**config.mk**
```make
export PLATFORM = sky130hd
export DESIGN_NAME = cfg_reg_bank
export DESIGN_NICKNAME = d
export VERILOG_FILES = /design/src/rtl/cfg_reg_bank_pkg.sv /design/src/rtl/cfg_sat_counter.sv /design/src/rtl/cfg_reg_bank.sv
export SDC_FILE = /design/constraint.sdc
export NUM_CORES = 1
export LEC_CHECK = 0
export CAP_MARGIN = 20
export CORE_MARGIN = 4
export CORE_UTILIZATION = 28
export DETAILED_ROUTE_END_ITERATION = 16
export PLACE_DENSITY = 0.57
export SLEW_MARGIN = 15
export SYNTH_ARGS = -nofsm -noshare
export SYNTH_HDL_FRONTEND = slang
export SYNTH_SLANG_ARGS = --single-unit
```
**constraint.sdc**
```tcl
create_clock -name clk -period 2.4 [get_ports clk]
set_input_delay 0.48 -clock clk [delete_from_list [all_inputs] [get_ports clk]]
set_output_delay 0.48 -clock clk [all_outputs]
set_load 0.02 [all_outputs]
```
**src/rtl/cfg_reg_bank_pkg.sv**
```systemverilog
`default_nettype none
// +----------------------------------------------------------------------+
// | cfg_reg_bank_pkg                                                     |
// | Register offsets, counter width and window sizes for cfg_reg_bank.   |
// | Rev 1.0 - initial release                                            |
// +----------------------------------------------------------------------+
package cfg_reg_bank_pkg;

  localparam int CNT_WIDTH      = 16;
  localparam int OFF_WIDTH      = 5;
  localparam int WIN_BYTES_BASE = 64;
  localparam int WIN_BYTES_ERR  = 128;

  // Word offsets (byte offset / 4) inside the window
  localparam logic [OFF_WIDTH-1:0] OFF_ID          = 5'd0;
  localparam logic [OFF_WIDTH-1:0] OFF_SCRATCH     = 5'd1;
  localparam logic [OFF_WIDTH-1:0] OFF_CTRL        = 5'd2;
  localparam logic [OFF_WIDTH-1:0] OFF_IRQ_STATUS  = 5'd3;
  localparam logic [OFF_WIDTH-1:0] OFF_IRQ_ENABLE  = 5'd4;
  localparam logic [OFF_WIDTH-1:0] OFF_STATUS      = 5'd5;
  localparam logic [OFF_WIDTH-1:0] OFF_PULSE       = 5'd6;
  localparam logic [OFF_WIDTH-1:0] OFF_EVENT_COUNT = 5'd7;
  localparam logic [OFF_WIDTH-1:0] OFF_ERR         = 5'd8;

  function automatic logic offset_mapped(input logic [OFF_WIDTH-1:0] off,
                                         input logic err_en);
    return (off <= OFF_EVENT_COUNT) || (err_en && (off == OFF_ERR));
  endfunction

  function automatic logic offset_read_only(input logic [OFF_WIDTH-1:0] off);
    return (off == OFF_ID) || (off == OFF_STATUS) || (off == OFF_EVENT_COUNT);
  endfunction

endpackage
`default_nettype wire

```
**src/rtl/cfg_sat_counter.sv**
```systemverilog
`default_nettype none
// +----------------------------------------------------------------------+
// | cfg_sat_counter                                                      |
// | Saturating counter adding 0/1/2 per cycle; clear+inc yields inc.     |
// | Rev 1.0 - initial release                                            |
// +----------------------------------------------------------------------+
module cfg_sat_counter #(
  parameter int WIDTH = 16
) (
  input  logic             clk,
  input  logic             rst,
  input  logic [1:0]       inc,
  input  logic             clr,
  output logic [WIDTH-1:0] count
);

  logic [WIDTH-1:0] r_count;
  logic [WIDTH-1:0] w_base;
  logic [WIDTH:0]   w_sum;

  assign w_base = clr ? '0 : r_count;
  assign w_sum  = {1'b0, w_base} + (WIDTH+1)'(inc);

  always_ff @(posedge clk) begin
    if (rst) begin
      r_count <= '0;
    end else begin
      r_count <= w_sum[WIDTH] ? '1 : w_sum[WIDTH-1:0];
    end
  end

  assign count = r_count;

endmodule
`default_nettype wire

```
**src/rtl/cfg_reg_bank.sv**
```systemverilog
`default_nettype none
// +----------------------------------------------------------------------+
// | cfg_reg_bank                                                         |
// | Config register bank behind the bridge strobe interface.             |
// | Optional macro CFG_REG_BANK_ERR_EN adds ERR_COUNT at offset 0x20.    |
// | Rev 1.0 - initial release                                            |
// +----------------------------------------------------------------------+
module cfg_reg_bank
  import cfg_reg_bank_pkg::*;
#(
  parameter int                    ADDR_WIDTH   = 32,
  parameter int                    DATA_WIDTH   = 32,
  parameter logic [ADDR_WIDTH-1:0] BASE_ADDR    = '0,
  parameter logic [31:0]           ID_VALUE     = 32'hC0F1_0001,
  parameter int                    IRQ_WIDTH    = 8,
  parameter int                    STATUS_WIDTH = 16
) (
  input  logic                    clk,
  input  logic                    rst,
  input  logic                    wr,
  input  logic [ADDR_WIDTH-1:0]   waddr,
  input  logic [DATA_WIDTH-1:0]   wdata,
  input  logic                    rd,
  input  logic [ADDR_WIDTH-1:0]   raddr,
  output logic [DATA_WIDTH-1:0]   rdata,
  output logic                    rvalid,
  output logic [DATA_WIDTH-1:0]   ctrl_out,
  output logic [DATA_WIDTH-1:0]   pulse_out,
  input  logic [IRQ_WIDTH-1:0]    irq_event,
  input  logic [STATUS_WIDTH-1:0] status_in,
  output logic                    irq
);

`ifdef CFG_REG_BANK_ERR_EN
  localparam int   c_win_lsb = 7;
`else
  localparam int   c_win_lsb = 6;
`endif

  logic                    w_wr_hit;
  logic                    w_rd_hit;
  logic [OFF_WIDTH-1:0]    w_woff;
  logic [OFF_WIDTH-1:0]    w_roff;
  logic                    w_we_scratch;
  logic                    w_we_ctrl;
  logic                    w_we_irq_status;
  logic                    w_we_irq_enable;
  logic                    w_we_pulse;
  logic [IRQ_WIDTH-1:0]    w_w1c_mask;
  logic [DATA_WIDTH-1:0]   w_rd_mux;
  logic [CNT_WIDTH-1:0]    w_event_count;
  logic [CNT_WIDTH-1:0]    w_err_count;
  logic                    w_event_clr;
  logic                    w_unused;

  logic [DATA_WIDTH-1:0]   r_scratch;
  logic [DATA_WIDTH-1:0]   r_ctrl;
  logic [IRQ_WIDTH-1:0]    r_irq_status;
  logic [IRQ_WIDTH-1:0]    r_irq_enable;
  logic [DATA_WIDTH-1:0]   r_pulse;
  logic [DATA_WIDTH-1:0]   r_rdata;
  logic                    r_rvalid;
  logic                    r_irq;

  assign w_wr_hit = (waddr[ADDR_WIDTH-1:c_win_lsb] == BASE_ADDR[ADDR_WIDTH-1:c_win_lsb]);
  assign w_rd_hit = (raddr[ADDR_WIDTH-1:c_win_lsb] == BASE_ADDR[ADDR_WIDTH-1:c_win_lsb]);
  assign w_woff   = OFF_WIDTH'(waddr[c_win_lsb-1:2]);
  assign w_roff   = OFF_WIDTH'(raddr[c_win_lsb-1:2]);

  assign w_we_scratch    = wr & w_wr_hit & (w_woff == OFF_SCRATCH);
  assign w_we_ctrl       = wr & w_wr_hit & (w_woff == OFF_CTRL);
  assign w_we_irq_status = wr & w_wr_hit & (w_woff == OFF_IRQ_STATUS);
  assign w_we_irq_enable = wr & w_wr_hit & (w_woff == OFF_IRQ_ENABLE);
  assign w_we_pulse      = wr & w_wr_hit & (w_woff == OFF_PULSE);

  assign w_w1c_mask  = w_we_irq_status ? wdata[IRQ_WIDTH-1:0] : '0;
  assign w_event_clr = rd & w_rd_hit & (w_roff == OFF_EVENT_COUNT);

  cfg_sat_counter #(
    .WIDTH (CNT_WIDTH)
  ) u_event_count (
    .clk   (clk),
    .rst   (rst),
    .inc   ({1'b0, |irq_event}),
    .clr   (w_event_clr),
    .count (w_event_count)
  );

`ifdef CFG_REG_BANK_ERR_EN
  logic       w_rd_err;
  logic       w_wr_err;
  logic       w_err_clr;
  logic [1:0] w_err_inc;

  assign w_rd_err  = rd & w_rd_hit & ~offset_mapped(w_roff, 1'b1);
  assign w_wr_err  = wr & w_wr_hit &
                     (~offset_mapped(w_woff, 1'b1) | offset_read_only(w_woff));
  assign w_err_inc = {1'b0, w_rd_err} + {1'b0, w_wr_err};
  assign w_err_clr = wr & w_wr_hit & (w_woff == OFF_ERR);

  cfg_sat_counter #(
    .WIDTH (CNT_WIDTH)
  ) u_err_count (
    .clk   (clk),
    .rst   (rst),
    .inc   (w_err_inc),
    .clr   (w_err_clr),
    .count (w_err_count)
  );
`else
  // Without the error window, offset 0x20 decodes but has no backing register
  assign w_err_count = '0;
`endif

  always_comb begin
    w_rd_mux = '0;
    if (w_rd_hit) begin
      case (w_roff)
        OFF_ID:          w_rd_mux = DATA_WIDTH'(ID_VALUE);
        OFF_SCRATCH:     w_rd_mux = r_scratch;
        OFF_CTRL:        w_rd_mux = r_ctrl;
        OFF_IRQ_STATUS:  w_rd_mux = DATA_WIDTH'(r_irq_status);
        OFF_IRQ_ENABLE:  w_rd_mux = DATA_WIDTH'(r_irq_enable);
        OFF_STATUS:      w_rd_mux = DATA_WIDTH'(status_in);
        OFF_EVENT_COUNT: w_rd_mux = DATA_WIDTH'(w_event_count);
        OFF_ERR:         w_rd_mux = DATA_WIDTH'(w_err_count);
        default:         w_rd_mux = '0;
      endcase
    end
  end

  always_ff @(posedge clk) begin
    if (rst) begin
      r_scratch    <= '0;
      r_ctrl       <= '0;
      r_irq_status <= '0;
      r_irq_enable <= '0;
      r_pulse      <= '0;
      r_rdata      <= '0;
      r_rvalid     <= 1'b0;
      r_irq        <= 1'b0;
    end else begin
      if (w_we_scratch)    r_scratch    <= wdata;
      if (w_we_ctrl)       r_ctrl       <= wdata;
      if (w_we_irq_enable) r_irq_enable <= wdata[IRQ_WIDTH-1:0];
      // New events are ORed after the clear so a same-cycle set survives
      r_irq_status <= (r_irq_status & ~w_w1c_mask) | irq_event;
      r_irq        <= |(r_irq_status & r_irq_enable);
      r_pulse      <= w_we_pulse ? wdata : '0;
      r_rvalid     <= rd;
      r_rdata      <= rd ? w_rd_mux : '0;
    end
  end

  assign rdata     = r_rdata;
  assign rvalid    = r_rvalid;
  assign ctrl_out  = r_ctrl;
  assign pulse_out = r_pulse;
  assign irq       = r_irq;

  assign w_unused = &{1'b0, waddr[1:0], raddr[1:0]};

endmodule
`default_nettype wire

```
# Word-level counts from Yosys, hierarchy flattened
# Index checks and enable logic that the tools add are counted.
[word_totals]
register_bits = 162
input_bits = 124
output_inout_bits = 98
elab_cells = 47
[op_classes]
n_addsub = 1
n_eq_ne = 11
muxes = 4
bitwise = 15
reduce_logical = 7
[op_table]
columns = ["cell", "n"]
rows = [
  ["32-bit one-hot mux with 7 select lines", 1],
  ["26-bit logical NOT", 2],
  ["16-bit two-way mux", 2],
  ["4-bit by 3-bit equality test with 1-bit output (second input constant)", 5],
  ["16-bit by 1-bit adder with 17-bit output", 1],
  ["8-bit AND", 2],
  ["4-bit by 2-bit equality test with 1-bit output (second input constant)", 4],
  ["8-bit OR reduction", 2],
  ["1-bit AND", 8],
  ["4-bit by 1-bit equality test with 1-bit output (second input constant)", 2],
  ["8-bit two-way mux", 1],
  ["8-bit NOT", 1],
  ["8-bit bitwise OR", 1],
  ["5-bit logical NOT", 1],
  ["1-bit NOT", 3],
  ["3-bit OR reduction", 1],
  ["2-bit OR reduction", 1],
]

# Depth between registers and ports, before layout
# Gate-level depths: netlist of the first run.
[depth]
word_depth = 7
ltp_mapped = 11
mapped_depth_nobuf = 8

# Modules after synthesis
# Synthesis of the first run repeated with hierarchy kept, for this count alone.
[unflattened]
hier_cells = 706
hier_area_um2 = 7081.8
[modules_own_cells]
columns = ["module", "n_inst", "cells_each", "area_each_um2"]
rows = [
  ["cfg_reg_bank", 1, 602, 6127.1],
  ["cfg_sat_counter", 1, 104, 954.7],
]

# Worst setup path before layout of the first run
# OpenSTA, ideal clock, no wires.
[synth_path]
path_type = "input port to flip-flop"
from = "in raddr[5]"
to = "reg u_event_count.r_count[10], in the netlist u_event_count.count[10]"
setup_ns = 0.070
arrival_time_ns = 2.411
t_required_ns = 2.330
setup_slack_ns = -0.080
path_stages = 11
path_buffers = 3
path_cell_list = "buf_2 > and4b_1 > buf_2 > nand4_1 > o21a_1 > ha_1 > nand4_1 > nor4_1 > nand2_1 > buf_2 > a21oi_1"
[synth_via]
elab_chain_len = 5
[synth_lines]
columns = ["element", "line_no", "rtl"]
rows = [
  ["from (decl)", "cfg_reg_bank.sv:24", "input logic [ADDR_WIDTH-1:0] raddr,"],
  ["4-bit by 3-bit equality test with 1-bit output", "cfg_reg_bank.sv:77", "assign w_event_clr = rd & w_rd_hit & (w_roff == OFF_EVENT_COUNT);"],
  ["1-bit AND", "cfg_reg_bank.sv:77", ""],
  ["16-bit two-way mux", "cfg_sat_counter.sv:21", "assign w_base = clr ? '0 : r_count;"],
  ["16-bit by 1-bit adder with 17-bit output", "cfg_sat_counter.sv:22", "assign w_sum = {1'b0, w_base} + (WIDTH+1)'(inc);"],
  ["16-bit two-way mux", "cfg_sat_counter.sv:28", "r_count <= w_sum[WIDTH] ? '1 : w_sum[WIDTH-1:0];"],
  ["to (signal assigned)", "cfg_sat_counter.sv:28", ""],
  ["to (decl)", "cfg_sat_counter.sv:17", "logic [WIDTH-1:0] r_count;"],
]
# No other way between the ends.
# A chain may end at the register's enable or synchronous reset.

# Worst setup path in the final report of the first run
[layout_path]
from = "in raddr[11]"
to = "reg u_event_count.r_count[15], in the netlist u_event_count.count[15]"
[layout_via]
elab_chain_len = 6
[layout_lines]
columns = ["element", "line_no", "rtl"]
rows = [
  ["26-bit logical NOT", "cfg_reg_bank.sv:66", "assign w_rd_hit = (raddr[ADDR_WIDTH-1:c_win_lsb] == BASE_ADDR[ADDR_WIDTH-1:c_win_lsb]);"],
  ["1-bit AND (2 in series)", "cfg_reg_bank.sv:77", ""],
  ["16-bit two-way mux", "cfg_sat_counter.sv:21", ""],
  ["16-bit by 1-bit adder with 17-bit output", "cfg_sat_counter.sv:22", ""],
  ["16-bit two-way mux", "cfg_sat_counter.sv:28", ""],
]
# No other way between the ends.

==> impl_metrics.tcl, run 1 <==
set metrics [dict create \
    whs_ns 0.459 \
    yosysTopAreaCell "dfxtp_1" \
    holdBufCountCts 0 \
    vias_per_cell 5.04 \
    finalCritPeriodShare 0.938 \
    fin_crit_ns 2.25 \
    globalRouteOverflowTotal 0 \
    fin_tns_setup_ns 0 \
    numPortBuffers 217 \
    cp-end-kind "register" \
    drtAntennaViolNets 0 \
    drive_gt1_frac 0.120 \
    drtPass1Iterations 5 \
    seq_area_frac_synth 0.492 \
    syn_area_per_cell_um2 8.81 \
    path_clk_slew_ns 0.07 \
    tightestPinTransition_ns 0.474 \
    p_per_area_nw_per_um2 586 \
    cts_buffers 17 \
    synthCells 748 \
    synth_common_cells "dfxtp_1, a21oi_1, nand3_1" \
    grt_max_degree 86 \
    cts-root-buf "clkbuf_16" \
    slowest_stage "clkdlybuf4s50_1" \
    min_path_cells 2 \
    hold_path_class "register to register" \
    grt_pass1_vias 6266 \
    grt_first_pass_wirelength_um 35900 \
    synth-xor-area-share 0.0106 \
    io_pins 222 \
    place_congestion 0.804 \
    critical_path_required_ns 2.74 \
    hp-start "r_scratch[4]$_SDFFE_PP0P_" \
    syn-num-nets 874 \
    yosys_register_bits 162 \
    area_delta_synth_final_pct 53.6 \
    yosys_warnings 0 \
    dp_hpwl_um 16400 \
    clkLatencyLatePin_ns 0.43 \
    setup_viol 0 \
    num_rows 55 \
    final_max_slew_viol_count 0 \
    synth_compound_area_frac 0.219 \
    remaining_drc_errors 0 \
    critical_path_arrival_ns 2.59 \
    coreArea_um2 22900 \
    fin_nets 1102 \
    synthAdderAreaFrac 0.00380 \
    pre_cts_slack_ns -0.463 \
    dieArea_um2 26100 \
    leakage_nw 3.37 \
    final_util 0.442 \
    cts_tree "yes" \
    ir_drop_v 0.000373 \
    final-instance-count-excl-fill 1303 \
    r2r_end "u_event_count.count[15]$_SDFF_PP0_" \
    path_max_fanout 5 \
    syn-cell-area_um2 6590 \
    max_slew_margin 0.681 \
    r2r_start "u_event_count.count[0]$_SDFF_PP0_" \
    synth_top_family_by_area "compound AO/OA/AOI/OAI gates" \
    wl_per_cell_um 17.8 \
    timing.fmax_mhz 444 \
    synth_edf_count 0 \
    r2r_slack_ns 0.75 \
    min_to "rdata[4]$_SDFF_PP0_" \
    cts.sinks 162 \
    finalWirelength_um 23300 \
    crit_chain "clkdlybuf4s50_1, nor4_4, buf_4, nand4_1, o21a_1, ha_1, and4_2, nand2_1, nor3_1, a211oi_1" \
    netlist-cell-type-count 53 \
    critPathKind "input port to register" \
    grt.total_usage 0.173 \
    synthMuxAreaShare 0.00607 \
    die_w_um 161 \
    dp_cells 1269 \
    max_cap_viol_count 0 \
    fin_skew_ns 0.00997 \
    yosysMostFrequentCell "dfxtp_1" \
    synthTopCellsByArea "dfxtp_1, a21oi_1, nand3_1" \
    synth-simple-area-share 0.213 \
    fin_ws_ns 0.149 \
    synth-main-ff-cell "dfxtp_1" \
    n_fill_cell 2268 \
    rr_worst_depth 6 \
    critPathMaxStageDelay_ns 0.45 \
    start_kind "input port" \
    die_h_um 161 \
    first_iter_violations 510 \
    synth_top_area_share 0.492 \
    start_util 0.288 \
    hold_viol 0 \
    clock_path_buffers 2 \
    htree_levels 4 \
    synthArstFlopShare 0 \
    status "completed" \
    antenna_found_initial 1 \
    num_vias 6569 \
]
==> worst max-delay path by stage <==
stage	slack, ns	end	cells after the start	startpoint
2_1_floorplan	0.02	u_event_count.count[15]$_SDFF_PP0_	10	raddr[5]
3_3_place_gp	-0.35	u_event_count.count[1]$_SDFF_PP0_	10	raddr[5]
3_5_place_dp	-0.46	u_event_count.count[1]$_SDFF_PP0_	10	raddr[5]
4_1_cts	0.1	u_event_count.count[1]$_SDFF_PP0_	10	raddr[5]
5_1_grt	-0.008	u_event_count.count[15]$_SDFF_PP0_	10	raddr[11]
6_report	0.15	u_event_count.count[15]$_SDFF_PP0_	10	raddr[11]
==> cells in the final DEF (no fill, tap or decap), drive strengths merged, types with 26 or more instances in the layout <==
master         count
nor2              28
buf               59
nand3             75
and2              33
clkdlybuf4s50    216
nand2             26
dfxtp            162
o21ai             73
a21oi            114
inv               27
==> state kept, by name, summed over array words and instances, names as in the netlist <==
| name | cells |
|---|---|
| u_event_count.count | 16 |
| ctrl_out | 32 |
| rdata | 32 |
| r_scratch | 32 |
| pulse_out | 32 |
| irq | 1 |
| r_irq_enable | 8 |
| rvalid | 1 |
| r_irq_status | 8 |
==> area by class of cell <==
class / count / area, um^2 / share of cell area
Inverter: 20 / 75.1 / 0.00741
Sequential cell: 162 / 3240 / 0.320
Multi-Input combinational cell: 500 / 3050 / 0.301
Clock buffer: 19 / 453 / 0.0447
Antenna cell: 1 / 2.50 / 0.000247
Tap cell: 313 / 392 / 0.0387
Timing Repair Buffer: 275 / 2770 / 0.273
Clock inverter: 13 / 145 / 0.0143
==> power by group <==
| part | leakage, nW | total [mW] | switching, mW | internal (mW) |
|---|---|---|---|---|
| logic | 1.77 | 0.429 | 0.181 | 0.248 |
| clock network | 0.300 | 2.79 | 1.18 | 1.61 |
| registers | 1.31 | 2.72 | 0.0168 | 2.70 |
==> worst max-delay path: cells and delay by family <==
family,cells,cell delay [ns]
adders and majority gates,1,0.19
and+or+nand+nor,5,0.90
buffers and inverters,2,0.62
AOI/OAI and AO/OA,2,0.41
==> metal layers <==
metal  GRT usage  wire, um
met2       0.280     10900
met1       0.232     10500
met5           0         0
met3      0.0388      1490
met4      0.0492       350
==> through the flow <==
step	power [mW]	cell area (um^2)
finish	5.93	10100
global route	6.13	10100
CTS	5.99	10100
detailed placement	3.20	9480
global placement	3.20	9480
floorplan	2.89	6600
==> kinds of logic (layout without fill, tap and decap cells) <==
family                     Yosys count  count (layout)
AOI/OAI and AO/OA                  249             249
buffers and inverters               86             327
other                                0               1
muxes                                4               4
adders and majority gates            2               2
and+or+nand+nor                    237             237
xor gates and xnor gates             8               8
DFF                                162             162
==> timing repair <==
item	in CTS	in global routing
setup buffers	0	1
pin swaps	0	1
endpoints found under the setup margin	2	13
resized for setup	1	6
Power figures use the tool's default switching activity.
==> run 2, diff against run 1 <==
- CELL_PAD_IN_SITES_DETAIL_PLACEMENT: unset -> 0
- CELL_PAD_IN_SITES_GLOBAL_PLACEMENT: unset -> 2
- CORE_UTILIZATION: 28 -> 24
- PLACE_DENSITY: 0.57 -> 0.78
- SETUP_SLACK_MARGIN: unset -> 0.2
==> run 2 against run 1 <==
  * Sequential power about the same
  * Critical path type unchanged
  * Power up 1.4%
  * Combinational power up 2%
  * Hold slack worse by 0.0055 ns
  * Sequential share of layout area down 0.39 points
  * Wire length up 9.8%
  * Register-to-register slack worse by 0.03 ns
  * Via count up 0.11%
  * Flip-flop and latch count unchanged
==> impl_metrics.tcl, run 2 (synthesis results as in run 1) <==
set metrics [dict create \
    critical_path_required_ns 2.71 \
    coreArea_um2 27000 \
    seq_area_um2 3240 \
    holdBufCountCts 0 \
    clockPowerShare 0.476 \
    dp_hpwl_um 17500 \
    drtAntennaViolNets 0 \
    cts-root-buf "clkbuf_16" \
    rr_worst_depth 5 \
    final_cell_mix "clkdlybuf4s50_1, dfxtp_1, a21oi_1, nand3_1, o21ai_0" \
    tightestPinTransition_ns 0.494 \
    num_rows 60 \
    p_int_mw 4.65 \
    fin_ws_ns 0.303 \
    vias_per_cell 4.93 \
    cts_buffers 17 \
    rsz0062_at_grt "true" \
    r2r_start "u_event_count.count[6]$_SDFF_PP0_" \
    clkLatencyLatePin_ns 0.43 \
    wl_met3_um 2020 \
    ir_drop_v 0.000329 \
    timing.fmax_mhz 477 \
    setup_viol 0 \
    diodes 0 \
    status "completed" \
    globalRouteOverflowTotal 0 \
    p_sw_mw 1.37 \
    fin_nets 1106 \
    path_delay_family "buffers and inverters" \
    multi_input_area_um2 3090 \
    htree_levels 4 \
    r2r_end "u_event_count.count[13]$_SDFF_PP0_" \
    fin_crit_ns 2.10 \
    first_iter_violations 510 \
    numPortBuffers 217 \
    n_fill_cell 2713 \
    grt_max_degree 86 \
    wl_per_cell_um 19.1 \
    total_power_mw 6.02 \
    io_pins 222 \
    critPathMaxStageDelay_ns 0.49 \
    final_max_slew_viol_count 0 \
    path_max_fanout 2 \
    pre_cts_slack_ns -0.333 \
    hold_viol 0 \
    fin_tns_setup_ns 0 \
    start_kind "input port" \
    met1_length_um 11500 \
    highest_layer "met4" \
    crit_chain "clkdlybuf4s50_1, nor4b_4, nand4_1, o21a_1, ha_4, buf_4, buf_4, nand4_1, xor2_1, a21oi_1" \
    critPathKind "input port to register" \
    max_slew_margin 0.666 \
    finalWirelength_um 25500 \
    die_h_um 174 \
    p_per_area_nw_per_um2 587 \
    max_cap_viol_count 0 \
    pwr-share-comb 0.073 \
    leakage_nw 3.49 \
    grt_pass1_vias 6540 \
    num_vias 6576 \
    drive_gt1_frac 0.127 \
    drtPass1Iterations 7 \
    hp-start "r_scratch[1]$_SDFFE_PP0P_" \
    path_buf_inv 3 \
    slowest_stage "clkdlybuf4s50_1" \
    r2r_slack_ns 0.72 \
    die_w_um 174 \
    cts_tree "yes" \
    finalCritPeriodShare 0.874 \
    remaining_drc_errors 0 \
    final_common_cell "clkdlybuf4s50_1" \
    critical_path_arrival_ns 2.41 \
    power_frac_seq 0.452 \
    fin_skew_ns 0.0116 \
    dieArea_um2 30200 \
    route.met2.wl_um 11700 \
    grt_first_pass_wirelength_um 39600 \
    cp-end-kind "register" \
    area_delta_synth_final_pct 55.5 \
    min_to "rdata[1]$_SDFF_PP0_" \
    antenna_found_initial 0 \
    power.switching_fraction 0.227 \
    hold_path_class "register to register" \
    path_clk_slew_ns 0.06 \
    final_util 0.380 \
    grt.total_usage 0.165 \
    clock_path_buffers 2 \
    start_util 0.245 \
    cts.sinks 162 \
    place_congestion 0.790 \
    min_path_cells 2 \
]
==> run 2: cell types whose count changed in the layout (fill, tap and decap cells not counted), sizes merged <==
cell           delta
clkdlybuf4s50    -10
dlymetal6s2s      +6
inv               -6
buf               +4
dlygate4sd2       +4
clkinv            +3
bufinv            +1
clkbuf            +1
clkinvlp          +1
diode             -1
==> run 2: metrics by stage <==
stage,instances,hold WS [ns],cell area [um^2]
floorplan,748,0.428,6660
global placement,1297,0.457,9520
detailed placement,1297,0.447,9520
CTS,1332,0.462,10200
global route,1334,0.482,10300
finish,1334,0.454,10300
==> run 2: area by class of cell <==
| class | count | area share |
|---|---|---|
| timing repair buffer | 279 | 0.273 |
| tap | 341 | 0.0416 |
| sequential | 162 | 0.316 |
| clock inverter | 12 | 0.0153 |
| multi-input combinational | 500 | 0.302 |
| inverter | 20 | 0.00732 |
| clock buffer | 20 | 0.0446 |
==> run 2: worst max path at each step <==
stage / slack (ns) / start / cells past startpoint / endpoint
2_1_floorplan: 0.15 / raddr[2] / 11 / u_event_count.count[10]$_SDFF_PP0_
3_3_place_gp: -0.28 / raddr[12] / 8 / u_event_count.count[3]$_SDFF_PP0_
3_5_place_dp: -0.33 / raddr[12] / 8 / u_event_count.count[3]$_SDFF_PP0_
4_1_cts: 0.20 / raddr[12] / 10 / u_event_count.count[9]$_SDFF_PP0_
5_1_grt: 0.17 / rd / 10 / u_event_count.count[13]$_SDFF_PP0_
6_report: 0.30 / rd / 10 / u_event_count.count[4]$_SDFF_PP0_
==> run 2: layer usage <==
layer | up-vias | GRT usage
li1 | 3204 | -
met1 | 3126 | 0.221
met2 | 226 | 0.260
met3 | 20 | 0.0565
met4 | 0 | 0.0363
met5 | - | 0
==> run 2: power groups by stage <==
stage | Clock [mW] | Sequential, mW | Combinational (mW)
6_report | 2.86 | 2.72 | 0.437
5_1_grt | 3.05 | 2.72 | 0.471
4_1_cts | 2.94 | 2.72 | 0.439
3_5_place_dp | 0 | 2.78 | 0.430
3_3_place_gp | 0 | 2.78 | 0.429
2_1_floorplan | 0 | 2.77 | 0.124
==> run 2: timing repair <==
item | 4_1_cts | 5_1_grt
endpoints found under the hold margin | 0 | 0
buffers inserted | 3 | 2
pin swaps | 6 | 8
endpoints found under the setup margin | 14 | 16
resized for setup | 10 | 11
cloned | 0 | 0
==> run 2: worst register-to-register path, cell delays in order (launching register included) <==
cell and delay [ns]:
dfxtp_1 0.45, nand4_1 0.24, nor4_4 0.49, nand2_2 0.12
buf_6 0.16, a31oi_1 0.13
==> run 3, diff against run 2 <==
- GPL_ROUTABILITY_DRIVEN: unset -> 0
- clock period: 2.4 -> 1.9 ns (I/O delays scaled with it)
==> run 3 against run 2 <==
  * Worst setup slack lost 0.13 ns
  * Via count grew 5.6%
  * Combinational power grew 33%
==> impl_metrics.tcl, run 3 (synthesis results as in run 1) <==
set metrics [dict create \
    num_rows 60 \
    final_max_slew_viol_count 0 \
    fin_area_um2 10900 \
    num_vias 6943 \
    cp-startpoint "raddr[14]" \
    hold_viol 0 \
    fin_skew_ns 0.0101 \
    drtPass1Iterations 5 \
    io_pins 222 \
    setup_viol 0 \
    tightestPinTransition_ns 0.545 \
    cp.depth 12 \
    globalRouteOverflowTotal 0 \
    critPathKind "input port to register" \
    fin_tns_setup_ns 0 \
    total_power_mw 7.40 \
    finalWirelength_um 27400 \
    cp-end-kind "register" \
    r2r_start "u_event_count.count[6]$_SDFF_PP0_" \
    htree_levels 4 \
    r2r_slack_ns 0.25 \
    grt_max_degree 45 \
    numPortBuffers 217 \
    power_frac_seq 0.464 \
    die_w_um 174 \
    area_delta_synth_final_pct 65.6 \
    power.switching_fraction 0.245 \
    grt_pass1_vias 6495 \
    dp_hpwl_um 17300 \
    crit_chain "buf_2, nor4b_4, buf_4, nand4_1, o21a_2, ha_4, nand4_1, nor4_4, buf_4, buf_6, o211ai_1, a21oi_1" \
    endpoint "u_event_count.count[0]$_SDFF_PP0_" \
    cts_buffers 17 \
    coreArea_um2 27000 \
    final_cell_mix "dfxtp_1, dlygate4sd2_1, a21oi_1, nand3_1, buf_4" \
    critical_path_required_ns 2.20 \
    max_cap_viol_count 0 \
    clockPowerShare 0.458 \
    r2r_end "u_event_count.count[0]$_SDFF_PP0_" \
    slowest_stage "o21a_2" \
    ir_drop_v 0.000399 \
    p_sw_mw 1.82 \
    vias_per_cell 5.05 \
    cts-root-buf "clkbuf_16" \
    placed_cell_area_um2 9670 \
    path_buf_inv 4 \
    rsz0062_at_grt "true" \
    start_kind "input port" \
    p_int_mw 5.59 \
    clock_path_buffers 2 \
    grt.total_usage 0.158 \
    pwr-share-comb 0.078 \
    p_per_area_nw_per_um2 678 \
    max_slew_margin 0.637 \
    start_util 0.245 \
    status "completed" \
    first_iter_violations 493 \
    path_clk_slew_ns 0.07 \
    path_max_fanout 4 \
    cts.sinks 162 \
    critical_path_arrival_ns 2.02 \
    wl_per_cell_um 20.0 \
    timing.fmax_mhz 580 \
    hold_path_class "input port to register" \
    leakage_nw 4.39 \
    path_delay_family "simple AND/OR/NAND/NOR gates" \
    clkLatencyLatePin_ns 0.44 \
    critPathMaxStageDelay_ns 0.27 \
    drive_gt1_frac 0.231 \
    fin_crit_ns 1.72 \
    fin_nets 1146 \
    dieArea_um2 30200 \
    rr_worst_depth 6 \
    remaining_drc_errors 0 \
    antenna_found_initial 3 \
    final_common_cell "dfxtp_1" \
    grt_first_pass_wirelength_um 37900 \
    finalCritPeriodShare 0.907 \
    drtAntennaViolNets 0 \
    die_h_um 174 \
    cts_tree "yes" \
]
## run 3: timing repair
action	in CTS	in global routing
resized for setup	226	127
setup endpoints to repair	166	128
gates cloned	0	14
pin swaps	20	37
buffers inserted	3	10
hold buffers	0	0
## run 3: area by class of cell
type	count	area, um^2
multi-input cells	500	3460
flip-flops and latches	162	3240
fillers	2695	16000
clock buffers	23	498
well taps	341	427
repair buffers	319	3140
inverters	20	75.1
diodes	1	2.50
clock inverters	9	71.3
## run 3: how the worst min path moves through the flow
stage                                 startpoint             endpoint  cells after the start
2_1_floorplan          r_scratch[1]$_SDFFE_PP0P_  rdata[1]$_SDFF_PP0_                      2
4_1_cts                                       rd    rvalid$_SDFF_PP0_                      2
5_1_grt                                       rd    rvalid$_SDFF_PP0_                      2
3_5_place_dp   u_event_count.count[0]$_SDFF_PP0_  rdata[0]$_SDFF_PP0_                      2
6_report                                      rd    rvalid$_SDFF_PP0_                      2
3_3_place_gp   u_event_count.count[0]$_SDFF_PP0_  rdata[0]$_SDFF_PP0_                      2
## run 3: layer usage
layer | part of all wire | track usage
met1 | 0.45 | 0.214
met2 | 0.46 | 0.252
met3 | 0.076 | 0.0414
met4 | 0.0098 | 0.0370
met5 | 0.00026 | 0
## run 3: metrics by stage
stage,setup slack [ns],utilization,hold WS (ns),instances
floorplan,-0.243,-,0.428,748
global placement,-0.641,0.359,0.453,1315
detailed placement,-0.664,0.359,0.450,1315
CTS,0.180,0.378,0.171,1350
global route,0.0783,0.405,0.162,1374
finish,0.177,0.405,0.152,1375
## run 3: power by group through the flow
stage               registers [mW]  clock network (mW)  logic, mW
finish                        3.43                3.39      0.580
global route                  3.44                3.60      0.620
CTS                           3.43                3.45      0.558
detailed placement            3.51                   0      0.563
global placement              3.51                   0      0.562
floorplan                     3.50                   0      0.159
